<file path="config.mk">
export PLATFORM = sky130hd
export DESIGN_NAME = pipelined_adder
export DESIGN_NICKNAME = d
export VERILOG_FILES = /design/src/rtl/pipelined_adder.sv
export SDC_FILE = /design/constraint.sdc
export NUM_CORES = 1
export LEC_CHECK = 0
export ABC_AREA = 1
export CAP_MARGIN = 30
export CORE_UTILIZATION = 50
export DETAILED_ROUTE_END_ITERATION = 6
export GPL_TIMING_DRIVEN = 0
export PLACE_DENSITY = 0.82
export SLEW_MARGIN = 20
export SYNTH_ARGS = -nofsm -noshare
export SYNTH_HDL_FRONTEND = slang
export SYNTH_SLANG_ARGS = --single-unit
</file>
<file path="constraint.sdc">
create_clock -name clk -period 7.9 [get_ports clk]
set_input_delay 0.79 -clock clk [delete_from_list [all_inputs] [get_ports clk]]
set_output_delay 0.79 -clock clk [all_outputs]
set_load 0.01 [all_outputs]
</file>
<file path="src/rtl/pipelined_adder.sv">
// Pipelined add/subtract: operands are split into STAGES chunks, one chunk is
// summed per stage and the carry is registered between stages.
module pipelined_adder #(
    parameter int WIDTH  = 32,
    parameter int STAGES = 4
) (
    input  logic             clk,
    input  logic             rst,
    input  logic             in_valid,
    output logic             in_ready,
    input  logic [WIDTH-1:0] a,
    input  logic [WIDTH-1:0] b,
    input  logic             c_in,
    input  logic             sub,
    output logic             out_valid,
    input  logic             out_ready,
    output logic [WIDTH-1:0] sum,
    output logic             c_out,
    output logic             ovf
);

    localparam int CHUNK = WIDTH / STAGES;

    logic             adv_s;
    logic [WIDTH-1:0] b_prep_s;
    logic             cin_prep_s;

    assign adv_s    = out_ready | ~out_valid;
    assign in_ready = adv_s;

    // Subtraction is A + ~B + 1, so the invert and forced carry happen up front.
    always_comb begin
        if (sub) begin
            b_prep_s   = ~b;
            cin_prep_s = 1'b1;
        end else begin
            b_prep_s   = b;
            cin_prep_s = c_in;
        end
    end

    for (genvar k = 0; k < STAGES; k++) begin : g_stage
        logic             valid_src_s;
        logic             cin_src_s;
        logic [WIDTH-1:0] a_src_s;
        logic [WIDTH-1:0] b_src_s;
        logic [WIDTH-1:0] sum_src_s;
        logic [WIDTH-1:0] sum_nxt_s;
        logic [CHUNK:0]   add_s;
        logic             valid_r;
        logic             carry_r;
        logic [WIDTH-1:0] sum_r;

        if (k == 0) begin : g_head
            assign valid_src_s = in_valid;
            assign a_src_s     = a;
            assign b_src_s     = b_prep_s;
            assign sum_src_s   = {WIDTH{1'b0}};
            assign cin_src_s   = cin_prep_s;
        end else begin : g_body
            assign valid_src_s = g_stage[k-1].valid_r;
            assign a_src_s     = g_stage[k-1].g_fwd.a_r;
            assign b_src_s     = g_stage[k-1].g_fwd.b_r;
            assign sum_src_s   = g_stage[k-1].sum_r;
            assign cin_src_s   = g_stage[k-1].carry_r;
        end

        assign add_s = {1'b0, a_src_s[k*CHUNK +: CHUNK]}
                     + {1'b0, b_src_s[k*CHUNK +: CHUNK]}
                     + {{CHUNK{1'b0}}, cin_src_s};

        // Merge this stage's chunk into the partial sum travelling with the beat.
        always_comb begin
            sum_nxt_s = sum_src_s;
            sum_nxt_s[k*CHUNK +: CHUNK] = add_s[CHUNK-1:0];
        end

        // Stage register: valid, partial sum and chunk carry shift together on adv.
        always_ff @(posedge clk or posedge rst) begin
            if (rst) begin
                valid_r <= 1'b0;
                carry_r <= 1'b0;
                sum_r   <= {WIDTH{1'b0}};
            end else if (adv_s) begin
                valid_r <= valid_src_s;
                carry_r <= add_s[CHUNK];
                sum_r   <= sum_nxt_s;
            end
        end

        if (k < STAGES - 1) begin : g_fwd
            logic [WIDTH-1:0] a_r;
            logic [WIDTH-1:0] b_r;

            // Operands ride along so later stages still see their chunks.
            always_ff @(posedge clk or posedge rst) begin
                if (rst) begin
                    a_r <= {WIDTH{1'b0}};
                    b_r <= {WIDTH{1'b0}};
                end else if (adv_s) begin
                    a_r <= a_src_s;
                    b_r <= b_src_s;
                end
            end
        end else begin : g_tail
            logic ovf_r;
            logic msb_cin_s;
            logic unused_s;

            // Carry into the MSB recovered from the MSB sum bit: s = a ^ b ^ cin.
            assign msb_cin_s = a_src_s[WIDTH-1] ^ b_src_s[WIDTH-1] ^ sum_nxt_s[WIDTH-1];
            assign unused_s  = ^{a_src_s, b_src_s};

            // Signed overflow registered alongside the final chunk.
            always_ff @(posedge clk or posedge rst) begin
                if (rst) begin
                    ovf_r <= 1'b0;
                end else if (adv_s) begin
                    ovf_r <= msb_cin_s ^ add_s[CHUNK];
                end
            end
        end
    end

    assign out_valid = g_stage[STAGES-1].valid_r;
    assign sum       = g_stage[STAGES-1].sum_r;
    assign c_out     = g_stage[STAGES-1].carry_r;
    assign ovf       = g_stage[STAGES-1].g_tail.ovf_r;

endmodule

</file>
Word-level counts from Yosys, hierarchy flattened
Cells that the tools add are included.
{"block": "totals", "reg_bits": 281, "in_bits": 70, "output_inout_bits": 36}
{"block": "op_classes", "n_addsub": 8, "muxes": 2, "n_bitwise": 6}
{"operator": "adder 8 x 8 -> 9 bit", "n": 4}
{"operator": "adder 9 x 1 -> 9 bit", "n": 4}
{"operator": "2-to-1 mux 32 bit", "n": 1}
{"operator": "inverter 32 bit", "n": 1}
{"operator": "XOR 1 bit", "n": 3}
{"operator": "2-to-1 mux 1 bit", "n": 1}
{"operator": "inverter 1 bit", "n": 1}
{"operator": "OR 1 bit", "n": 1}

Longest topological paths before layout
{"block": "logic_depth", "ltp_word": 4, "ltp_mapped": 12, "mapped_depth_nobuf": 11}

Worst setup path after synthesis
Ideal clock, no wire load.
{"block": "synth_timing", "kind": "input -> register", "start": "input port sub", "end": "register g_stage[0].sum_r[4]", "setup_ns": 0.134, "t_arrival_ns": 2.394, "t_required_ns": 7.766, "setup_slack_ns": 5.372, "path_stages": 11, "path_cell_list": "buf_4 -> buf_4 -> or2_2 -> fa_1 -> inv_1 -> fa_1 -> inv_1 -> nand3_1 -> nand3_1 -> xnor2_1 -> o21ai_0"}
{"block": "synth_via", "elab_chain_len": 3}
{"item": "from (decl)", "line_no": "14", "text": "input logic sub,"}
{"item": "2-to-1 mux 32 bit", "line_no": "33", "text": "if (sub) begin"}
{"item": "adder 8 x 8 -> 9 bit", "line_no": "69", "text": "+ {1'b0, b_src_s[k*CHUNK +: CHUNK]}"}
{"item": "adder 9 x 1 -> 9 bit (*)", "line_no": "70", "text": "+ {{CHUNK{1'b0}}, cin_src_s};"}
{"item": "to (signal assigned)", "line_no": "83", "text": "sum_r <= {WIDTH{1'b0}};"}
{"item": "to (signal assigned)", "line_no": "87", "text": "sum_r <= sum_nxt_s;"}
{"item": "to (decl)", "line_no": "52", "text": "logic [WIDTH-1:0] sum_r;"}
Mark *: on every way between the ends. The rest lies on a longest branch, timed or not.
A chain may end at the register's enable or synchronous reset.

Final worst setup path
{"block": "layout_timing", "start": "input port out_ready", "end": "output port in_ready"}
{"block": "layout_via", "elab_chain_len": 1}
{"item": "from (decl)", "line_no": "16", "text": "input logic out_ready,"}
{"item": "OR 1 bit", "line_no": "28", "text": "assign adv_s = out_ready | ~out_valid;"}
{"item": "to (decl)", "line_no": "10", "text": "output logic in_ready,"}
No other way between the ends.

==> results by group <==
Status
  • Outcome: finished, final reports clean

Worst setup path
  • Crit-path cells: clkdlybuf4s50_1 > nor2_4 > inv_2 > buf_6 > buf_2 > clkdlybuf4s50_1
  • WP data arrival: 2.42 ns
  • Category of the worst setup path capture point: primary output
  • Delay-heaviest family, CP: buffers and inverters
  • Buffers & Inverters on Critical Path: 5
  • Flop-to-flop setup slack: 5.86 ns
  • Most frequent cell on the critical path: sky130_fd_sc_hd__clkdlybuf4s50_1
  • Launching point of the worst reg2reg path: g_stage[1].carry_r
  • Slowest stage cell, crit path: sky130_fd_sc_hd__clkdlybuf4s50_1
  • Startpoint type of the worst setup path: primary input
  • Data required time at the worst endpoint: 7.11 ns
  • Delay of the slowest cell on the worst path: 0.58 ns
  • Number of cells on the worst reg-to-reg path: 6
  • Worst Path Max Fanout: 10
  • Reg2reg end: g_stage[2].sum_r[20]
  • Critical Setup Path Class: in2out

Synthesis
  • Post-synthesis instance area: 8530 um2
  • Top cell type's share of synthesized area: 54.3%
  • Main combinational cell family by area after synthesis: simple AND/OR/NAND/NOR gates
  • Syn Nets: 1091
  • Synth unique cells: 25
  • Post-synthesis sequential area ratio: 54.3%
  • Area fraction in compound gates after synthesis: 7.45%
  • Share of cell area taken by muxes after synthesis: 0%
  • Cell type contributing the most total cell area after synthesis: sky130_fd_sc_hd__dfrtp_1
  • Fraction of synthesized cell area in xor and xnor cells: 4.11%
  • Post-Synthesis Mean Instance Area: 8.66 um2
  • Flops & latches, synth: 185
  • Post-synthesis share of cell area spent on and, or, nand and nor gates: 21.9%
  • Leading post-synthesis cells by cell area: sky130_fd_sc_hd__dfrtp_1 (54%), sky130_fd_sc_hd__nand2_1 (18%), sky130_fd_sc_hd__o21ai_0 (4.6%), sky130_fd_sc_hd__ha_1 (4.1%), sky130_fd_sc_hd__inv_1 (3.5%)
  • Area share of fa/ha/maj cells after synthesis: 5.99%
  • Synth Warn #: 0
  • Mapped Cells: 985

Die
  • Top Ports: 106
  • Number of placement rows: 47
  • X dimension of the die: 133 um
  • Die outline height: 133 um
  • Placeable core area: 16600 um2
  • Die area: 17600 um2
  • Starting Density: 51.2%

Hold path
  • Min-Delay Path Depth: 2
  • Worst hold path class: reg2reg
  • Hold path endpoint: sum[7]
  • Worst Hold Launch: g_stage[2].sum_r[7]

Timing
  • Total setup violations reported at the end of the flow: 0
  • Slew @ Worst Pin: 0.669 ns
  • Normalized max-slew margin: 55.4%
  • Peak clock frequency supported by timing: 311 MHz
  • Worst-case clock skew: 0.00942 ns
  • RSZ-0062 raised after global routing: no
  • Hold violation count in the final report: 0
  • Final critical path time including I/O delays and setup: 3.21 ns
  • Final Cycle Share: 40.7%
  • Slew Viols, Final: 0
  • Setup_tns: 0 ns

Power
  • Share of total power in sequential cells: 38.4%
  • Combinational Power Share: 39.4%
  • Sw frac: 38.3%
  • Switching power: 1.61 mW
  • Clock network fraction of design power: 22.2%
  • Leakage component of the power: 5.28 nW
  • Internal portion of total power: 2.60 mW
  • Peak supply drop: 227 uV
  • Power density over cell area: 400 nW/um2

Layout
  • Final Net Count: 1215
  • Fraction of final layout cells sized beyond drive strength 1: 6.86%
  • Final instance count without filler cells: 1342
  • Fill cell count: 1349
  • Syn-to-layout area delta: 23.4%
  • Antenna cell count: 0

Clock tree
  • Quantity of gates resized following cts: 0
  • Clock latency reported for the late side of the worst-skew pair: 0.44 ns
  • Number of setup buffers added after CTS: 0
  • H-tree level count: 4
  • Max clock buf depth: 2
  • Cell chosen for the clock root: sky130_fd_sc_hd__clkbuf_16
  • Number of buffers added to fix hold violations after cts: 0
  • Clock sink count: 185
  • Num CTS Buffers: 17
  • Register clock-pin slew on the reported worst setup and hold paths: 0.07 ns
  • TritonCTS clock tree: built

Job
  • Max-cap violations: 0

Route
  • DRC violations left: 0
  • Total vias in the final route: 6843
  • Number of nets with antenna violations after detailed routing: 0
  • Total detailed-routing wirelength: 20800 um
  • Iteration-0 DRC count of the detailed router: 518
  • Initial DRT Pass Iterations: 5
  • Post-detailed-route wirelength per cell: 15.5 um
  • Average via count per standard cell: 5.10

Placement
  • Port Buf Inserts: 104
  • RD Place Congestion: 0.860
  • Detail Placement HPWL: 14500 um
  • Placed instance count: 1310

GRT
  • Global-route wire length before repair: 34700 um
  • Vias in the first global route: 7033
  • Overall fraction of global-route tracks in use: 25.5%
  • Pin count of the biggest net entering global routing: 100
  • Remaining Overflow, GRT: 0
  • Antenna violations before repair: 1
power groups by stage:
| stage | sequential [mW] | combinational (mW) | clock [mW] |
|---|---|---|---|
| final | 1.62 | 1.66 | 0.937 |
| after global routing | 1.66 | 1.88 | 0.982 |
| after CTS | 1.61 | 1.66 | 0.939 |
| after detailed placement | 1.62 | 1.63 | 0 |
| after global placement | 1.61 | 1.56 | 0 |
| after floorplan | 1.59 | 1.05 | 0 |
through the flow:
| stage | setup WS, ns | total power [mW] | hold WS, ns | instance area (um2) | utilization [%] |
|---|---|---|---|---|---|
| final | 4.69 | 4.22 | 0.470 | 10500 | 63.3 |
| after global placement | -0.127 | 3.17 | 0.447 | 9840 | 59.2 |
| after floorplan | 2.08 | 2.64 | 0.440 | 8530 | - |
| after global routing | 4.65 | 4.52 | 0.485 | 10500 | 63.3 |
| after detailed placement | 4.69 | 3.25 | 0.451 | 9880 | 59.4 |
| after CTS | 4.68 | 4.21 | 0.477 | 10500 | 63.3 |
cell families after synthesis:
kind of cell	Yosys count
simple gates	474
buf+inv	124
flops	185
compound gates	126
fa+ha+maj	36
xor+xnor	40
worst max path at each step:
stage / startpoint / cells after the start / endpoint / slack (ns)
finish: out_ready / 6 / in_ready / 4.69
global route: out_ready / 6 / in_ready / 4.65
CTS: out_ready / 6 / in_ready / 4.68
detailed placement: out_ready / 6 / in_ready / 4.69
global placement: rst / 2 / g_stage[1].g_fwd.a_r[26] / -0.13
floorplan: rst / 1 / c_out / 2.08
cell usage after synthesis, drive strengths merged:
cell type / n
fa: 8
nand2: 418
a21oi: 17
xor2: 9
inv: 80
buf: 39
o21ai: 107
xnor2: 31
nand3b: 8
nand4: 4
clkbuf: 5
nor3: 1
or2: 3
nand3: 23
and3: 1
nor2: 16
dfrtp: 185
ha: 28
a211oi: 2
state kept, by name, indices dropped and copies added, names as in the netlist:
name	count
c_out	1
g_stage.g_fwd.a_r	48
sum	32
g_stage.carry_r	3
out_valid	1
g_stage.sum_r	48
g_stage.g_fwd.b_r	48
g_stage.valid_r	3
ovf	1
tightest hold or removal path, cell delays in order (launching register included):
cell	delay (ns)
sky130_fd_sc_hd__dfrtp_1	0.34
sky130_fd_sc_hd__nand2_1	0.05
sky130_fd_sc_hd__nand2_1	0.05
routing by layer:
metal	global-route usage [%]	part of all wire, %	vias to the layer above
met5	0	0.058	-
met4	11.2	3.1	2
met3	5.10	5.6	51
met2	42.0	48	227
met1	32.8	43	3227
li1	-	-	3336
cell usage in the layout (no fill, tap or decap), types with 2 or more instances in the layout:
cell type	instances
sky130_fd_sc_hd__a211oi_1	2
sky130_fd_sc_hd__o21ai_1	28
sky130_fd_sc_hd__fa_1	8
sky130_fd_sc_hd__bufinv_16	4
sky130_fd_sc_hd__inv_8	3
sky130_fd_sc_hd__nor2_1	15
sky130_fd_sc_hd__clkbuf_1	5
sky130_fd_sc_hd__xor2_1	9
sky130_fd_sc_hd__nand4_1	4
sky130_fd_sc_hd__xnor2_1	31
sky130_fd_sc_hd__clkdlybuf4s50_1	104
sky130_fd_sc_hd__nand2_1	418
sky130_fd_sc_hd__inv_6	3
sky130_fd_sc_hd__nand3b_1	8
sky130_fd_sc_hd__nand3_1	23
sky130_fd_sc_hd__dfrtp_1	185
sky130_fd_sc_hd__buf_4	6
sky130_fd_sc_hd__clkinv_4	3
sky130_fd_sc_hd__buf_2	32
sky130_fd_sc_hd__or2_2	2
sky130_fd_sc_hd__ha_1	28
sky130_fd_sc_hd__a21oi_1	17
sky130_fd_sc_hd__inv_1	78
sky130_fd_sc_hd__clkbuf_16	17
sky130_fd_sc_hd__o21ai_0	79
area by class of cell:
type / instances / area, um2 / share of cell area [%]
Clock inverter: 14 / 208 / 1.97
Multi-Input combinational cell: 676 / 3360 / 32.0
Timing Repair Buffer: 105 / 1070 / 10.2
Sequential cell: 185 / 4630 / 44.0
Buffer: 44 / 235 / 2.23
Tap cell: 220 / 275 / 2.62
Inverter: 80 / 308 / 2.92
Clock buffer: 18 / 439 / 4.17
No activity file was read; power rests on OpenSTA's default activity.
